[config.mk]
export PLATFORM = sky130hd
export DESIGN_NAME = reg_dump_sequencer_flat
export DESIGN_NICKNAME = d
export VERILOG_FILES = /design/src/rtl/reg_dump_sequencer_if.sv /design/src/rtl/reg_dump_sequencer.sv /design/src/flat_wrapper.sv
export SDC_FILE = /design/constraint.sdc
export NUM_CORES = 1
export LEC_CHECK = 0
export CORE_ASPECT_RATIO = 1.5
export CORE_MARGIN = 2
export CORE_UTILIZATION = 43
export DETAILED_ROUTE_END_ITERATION = 16
export GPL_ROUTABILITY_DRIVEN = 0
export PLACE_DENSITY = 0.76
export SLEW_MARGIN = 20
export SYNTH_ARGS = -nofsm -noshare
export SYNTH_HDL_FRONTEND = slang
export SYNTH_SLANG_ARGS = --single-unit
[constraint.sdc]
create_clock -name clk -period 3.58 [get_ports clk]
set_input_delay 0.358 -clock clk [delete_from_list [all_inputs] [get_ports clk]]
set_output_delay 0.358 -clock clk [all_outputs]
set_load 0.03 [all_outputs]
[src/rtl/reg_dump_sequencer_if.sv]
// Bundle between the dump sequencer, the CPU control FSM, the register-file
// debug port and ascii_master_controller.
interface reg_dump_sequencer_if;
  logic        start;
  logic        busy;
  logic        done;
  logic [4:0]  debug_reg;
  logic [31:0] debug_reg_data;
  // Cell write handshake: ascii_write_en is the valid. While it is high,
  // address and data stay frozen. The write is taken at the first rising
  // edge where ascii_ready is also high.
  logic        ascii_write_en;
  logic [12:0] ascii_write_address;
  logic [31:0] ascii_input;
  logic        ascii_ready;

  modport master (
    input  start, debug_reg_data, ascii_ready,
    output busy, done, debug_reg, ascii_write_en, ascii_write_address, ascii_input
  );

  modport slave (
    output start, debug_reg_data, ascii_ready,
    input  busy, done, debug_reg, ascii_write_en, ascii_write_address, ascii_input
  );
endinterface

[src/rtl/reg_dump_sequencer.sv]
// Walks the register-file debug port and writes each register as 8 hex ASCII
// cells, one screen row per register. Define REG_DUMP_LABEL_EN to add an "xNN:" label per row.
module reg_dump_sequencer #(
  parameter int          NUM_REGS     = 32,
  parameter int          COLS         = 80,
  parameter int          BASE_ADDR    = 0,
  parameter int          READ_LATENCY = 1,
  parameter logic [23:0] ATTR         = 24'hFFFFFF
) (
  input  logic                 clk,
  input  logic                 rst,
  reg_dump_sequencer_if.master bus,
  output logic [2:0]           dbg_state
);

  typedef enum logic [2:0] {
    S_IDLE, S_RD_WAIT, S_CAPTURE, S_EMIT, S_NEXT, S_DONE
  } state_t;

`ifdef REG_DUMP_LABEL_EN
  localparam int NCHARS = 12;
`else
  localparam int NCHARS = 8;
`endif

  localparam logic [2:0] LAT_LOAD   = 3'(READ_LATENCY);
  localparam logic [4:0] LAST_IDX   = 5'(NUM_REGS - 1);
  localparam logic [3:0] LAST_COL   = 4'(NCHARS - 1);
  localparam state_t     LOAD_STATE = (READ_LATENCY == 0) ? S_CAPTURE : S_RD_WAIT;

  state_t      state, state_n;
  logic [4:0]  reg_idx;
  logic [3:0]  col;
  logic [2:0]  lat_cnt;
  logic [31:0] shreg;
  logic        in_hex;
  logic [7:0]  hex_ch;
  logic [7:0]  cell_ch;
  logic        emit;

  assign emit = (state == S_EMIT);

  always_ff @(posedge clk or negedge rst) begin
    if (!rst) state <= S_IDLE;
    else      state <= state_n;
  end

  always_comb begin
    state_n = state;
    case (state)
      S_IDLE:    if (bus.start) state_n = LOAD_STATE;
      S_RD_WAIT: if (lat_cnt <= 3'd1) state_n = S_CAPTURE;
      S_CAPTURE: state_n = S_EMIT;
      S_EMIT:    if (bus.ascii_ready && (col == LAST_COL)) state_n = S_NEXT;
      S_NEXT:    state_n = (reg_idx == LAST_IDX) ? S_DONE : LOAD_STATE;
      S_DONE:    state_n = S_IDLE;
      default:   state_n = S_IDLE;
    endcase
  end

  always_ff @(posedge clk or negedge rst) begin
    if (!rst) begin
      reg_idx <= '0;
      col     <= '0;
      lat_cnt <= '0;
      shreg   <= '0;
    end else begin
      case (state)
        S_IDLE: if (bus.start) begin
          reg_idx <= '0;
          lat_cnt <= LAT_LOAD;
        end
        S_RD_WAIT: lat_cnt <= lat_cnt - 3'd1;
        S_CAPTURE: begin
          shreg <= bus.debug_reg_data;
          col   <= '0;
        end
        // The current nibble always sits in shreg[31:28]. It shifts out only
        // once its hex cell has been accepted.
        S_EMIT: if (bus.ascii_ready) begin
          col <= col + 4'd1;
          if (in_hex) shreg <= {shreg[27:0], 4'h0};
        end
        S_NEXT: if (reg_idx != LAST_IDX) begin
          reg_idx <= reg_idx + 5'd1;
          lat_cnt <= LAT_LOAD;
        end
        default: ;
      endcase
    end
  end

  assign hex_ch = (shreg[31:28] < 4'd10) ? (8'h30 + {4'h0, shreg[31:28]})
                                         : (8'h37 + {4'h0, shreg[31:28]});

`ifdef REG_DUMP_LABEL_EN
  logic [1:0] tens;
  logic [4:0] ones;
  logic [7:0] label_ch;

  assign in_hex = (col >= 4'd4);

  always_comb begin
    tens = 2'd0;
    ones = reg_idx;
    if (reg_idx >= 5'd30) begin
      tens = 2'd3;
      ones = reg_idx - 5'd30;
    end else if (reg_idx >= 5'd20) begin
      tens = 2'd2;
      ones = reg_idx - 5'd20;
    end else if (reg_idx >= 5'd10) begin
      tens = 2'd1;
      ones = reg_idx - 5'd10;
    end
  end

  always_comb begin
    label_ch = 8'h78;
    case (col[1:0])
      2'd0: label_ch = 8'h78;
      2'd1: label_ch = 8'h30 + {6'd0, tens};
      2'd2: label_ch = 8'h30 + {3'd0, ones};
      2'd3: label_ch = 8'h3A;
      default: label_ch = 8'h78;
    endcase
  end

  assign cell_ch = in_hex ? hex_ch : label_ch;
`else
  assign in_hex  = 1'b1;
  assign cell_ch = hex_ch;
`endif

  assign bus.busy           = (state != S_IDLE);
  assign bus.done           = (state == S_DONE);
  assign bus.debug_reg      = reg_idx;
  assign bus.ascii_write_en = emit;
  // The cell address is formed at 13 bits on purpose, so it wraps at the end of cell space.
  assign bus.ascii_write_address = emit ?
    (13'(BASE_ADDR) + 13'(reg_idx) * 13'(COLS) + {9'd0, col}) : 13'd0;
  assign bus.ascii_input = emit ? {cell_ch, ATTR} : 32'd0;
  assign dbg_state       = state;

endmodule

[src/flat_wrapper.sv]
// flat-port wrapper written by rule: the top's interface ports become plain ports
module reg_dump_sequencer_flat 
#(
  parameter int          NUM_REGS     = 32,
  parameter int          COLS         = 80,
  parameter int          BASE_ADDR    = 0,
  parameter int          READ_LATENCY = 1,
  parameter logic [23:0] ATTR         = 24'hFFFFFF
)
  (clk, rst, dbg_state, bus_start, bus_debug_reg_data, bus_ascii_ready, bus_busy, bus_done, bus_debug_reg, bus_ascii_write_en, bus_ascii_write_address, bus_ascii_input);
  reg_dump_sequencer_if bus_i ();
  input  logic clk;
  input  logic rst;
  output logic [2:0] dbg_state;
  input wire logic [$bits(bus_i.start)-1:0] bus_start;
  input wire logic [$bits(bus_i.debug_reg_data)-1:0] bus_debug_reg_data;
  input wire logic [$bits(bus_i.ascii_ready)-1:0] bus_ascii_ready;
  output wire logic [$bits(bus_i.busy)-1:0] bus_busy;
  output wire logic [$bits(bus_i.done)-1:0] bus_done;
  output wire logic [$bits(bus_i.debug_reg)-1:0] bus_debug_reg;
  output wire logic [$bits(bus_i.ascii_write_en)-1:0] bus_ascii_write_en;
  output wire logic [$bits(bus_i.ascii_write_address)-1:0] bus_ascii_write_address;
  output wire logic [$bits(bus_i.ascii_input)-1:0] bus_ascii_input;
  assign bus_i.start = bus_start;
  assign bus_i.debug_reg_data = bus_debug_reg_data;
  assign bus_i.ascii_ready = bus_ascii_ready;
  assign bus_busy = bus_i.busy;
  assign bus_done = bus_i.done;
  assign bus_debug_reg = bus_i.debug_reg;
  assign bus_ascii_write_en = bus_i.ascii_write_en;
  assign bus_ascii_write_address = bus_i.ascii_write_address;
  assign bus_ascii_input = bus_i.ascii_input;
  reg_dump_sequencer #(.NUM_REGS(NUM_REGS), .COLS(COLS), .BASE_ADDR(BASE_ADDR), .READ_LATENCY(READ_LATENCY), .ATTR(ATTR)) u_core (.clk(clk), .rst(rst), .bus(bus_i), .dbg_state(dbg_state));
endmodule
==> impl_metrics.ini <==
[clock_network]
cts_buffer_depth = 2
numCtsBuffers = 5
clk_pin_slew_worst_paths_ps = 90
cts_tree = done
postCtsHoldBufs = 0
postCtsSetupRepairBufs = 0
htree_levels = 2
worstSkewPairLatency_ps = 300
cts_root_buf = clkbuf_8
cts.sinks = 47
post_cts_resized = 0

[worst_setup_path]
cp_data_required_time_ps = 3220
worst-endpoint-arrival_ps = 2680
path_class = register to primary output
end_kind = primary output
worstSetupStartpointType = register
path_max_fanout = 5

[sta]
worst_slack_ps = 544
grt_setup_unrepaired = false
min_period_ps = 3040
finalMaxSlewViolations = 0
slew-limit-headroom_pct = 50.7
setup_tns_ps = 0
post-route-period-util_pct = 84.8
worst_pin_slew_ps = 740
timing.fmax_mhz = 329
skew_ps = 6.20
hold_viol_final = 0
setup_viol = 0

[yosys]
yosys-top-cells-count = dfrtp_1 (47), nand2_1 (40), mux2i_1 (28)
synth_cell_types = 47
yosys_most_used_dff = dfrtp_1
synthTopCellsByArea = dfrtp_1 (42%), mux2i_1 (9.9%), buf_4 (7.2%)
yosysSeqAreaShare_pct = 41.7
netlist_instances = 294
synth.most_common_cell = dfrtp_1
ys_warn_count = 0
synth_area_sq_um = 2820
synth.top_cell.area_share_pct = 41.7
yosys.area.top_type = dfrtp_1
syn-mean-instance-area_sq_um = 9.59
synth_edf_count = 0
ys_async_sr_fraction_pct = 100
synth_seq_cells = 47

[global_routing]
grt_util_all_layers_pct = 16.4
grt_pass1_vias = 2036
overflow = 0
antenna_found_initial = 0
grt_max_degree = 63
grt_pass1_wl_um = 9410

[pwr]
power.total_mw = 3.30
peakVddDrop_v = 0.000379
powerDensity_nw_per_um2 = 911
p_leak_nw = 1.60

[drt]
route.met2.wl_um = 3110
wl_per_cell_um = 13.6
drt_wl_total_um = 5840
vias = 2133
drc = 0
top_layer = met4
ant_nets = 0
drtIter0Drc = 65
firstDrtPassIters = 4
drt-met1-wl_um = 2480
viasPerCell = 4.96
wl_met3_um = 165

[die]
dieArea_sq_um = 7240
die_w_um = 70.1
die_h_um = 103
core_sq_um = 6440
rows = 36
initial_core_util_pct = 43.8
pin_count = 92

[status]
outcome = complete, no violations

[cells_and_area]
num-nets-final = 402
area_growth_pct = 28.6
diodes = 0
utilization_pct = 56.3
drive_gt1_share_pct = 5.37
largest_reg_flops = 32

[min_path]
hp-class = primary input to asynchronous set/reset pin

[placement]
dp_slack_ps = 880
portBuffers = 89
dpl.hpwl_um = 4330

[run]
maxCapViolCount = 0
[worst paths after layout]
path	slack (ps)	to	from	depth (start not counted)
hold reg to reg	480	u_core.shreg[13]	u_core.shreg[13]	2
setup reg to reg	1240	u_core.shreg[6]	u_core.dbg_state[0]	5
min in group clk	480	u_core.shreg[13]	u_core.shreg[13]	2
setup / recovery	540	bus_ascii_write_address[11]	u_core.bus.debug_reg[3]	8
hold / removal	60	u_core.dbg_state[1]	rst	1
max in group asynchronous	3110	u_core.shreg[10]	rst	1
[power breakdown]
part | total (mW) | internal, mW | switching (mW)
clock network | 0.312 | 0.137 | 0.174
logic | 2.02 | 0.844 | 1.17
registers | 0.976 | 0.759 | 0.218
[area by class of cell]
class | count | area (sq um)
clock buffer | 7 | 76.3
clock inverter | 1 | 5.00
fill | 597 | 2820
inverter | 11 | 43.8
multi-input combinational | 196 | 1320
sequential | 47 | 1180
tap | 76 | 95.1
timing repair buffer | 92 | 911
[critical path: stages, from the launching register on]
cell	delay [ps]
dfrtp_1	450
ha_1	310
ha_1	170
inv_1	60
fa_1	370
nor2b_1	150
o21ai_0	110
nor2_1	100
clkdlybuf4s50_1	670
[cell usage in the layout (no fill, tap or decap), types with 3 or more instances in the layout]
cell / netlist / routed
o21ai_1: 11 / 11
dfrtp_1: 47 / 47
buf_4: 27 / 4
a21oi_1: 5 / 5
ha_1: 12 / 12
or3_1: 3 / 3
nor2b_1: 4 / 4
nor3_1: 3 / 3
clkbuf_8: 0 / 5
a22o_1: 6 / 6
nor2_1: 16 / 16
nand2_1: 40 / 40
o21ai_0: 23 / 23
mux2i_1: 28 / 28
xor2_1: 3 / 3
inv_1: 10 / 10
and3_1: 11 / 11
clkdlybuf4s50_1: 0 / 88
[layer usage]
metal | vias up | GRT usage, %
met5 | - | 0
li1 | 1099 | -
met1 | 985 | 20.1
met4 | 0 | 5.77
met3 | 5 | 2.71
met2 | 44 | 29.3
[cells by family (layout without fill, tap and decap cells)]
kind of cell / after synthesis / after routing / synth area share [%]
multiplexers: 29 / 29 / 10.3
other: 1 / 2 / 0.133
XOR/XNOR: 5 / 5 / 1.55
AO/OA/AOI/OAI: 60 / 60 / 13.2
flip-flops: 47 / 47 / 41.7
adder cells (fa/ha/maj): 13 / 13 / 6.03
buffers and inverters: 52 / 111 / 11.9
AND/OR/NAND/NOR: 87 / 87 / 15.1
[metrics by stage]
| step | hold WS (ps) | instances | area (sq um) |
|---|---|---|---|
| floorplan | 62.4 | 295 | 2820 |
| finish | 61.9 | 430 | 3630 |
| global route | 109 | 430 | 3630 |
| CTS | 285 | 430 | 3620 |
| detailed placement | 470 | 422 | 3540 |
| global placement | 461 | 422 | 3540 |
(Power assumes the default switching activity.)
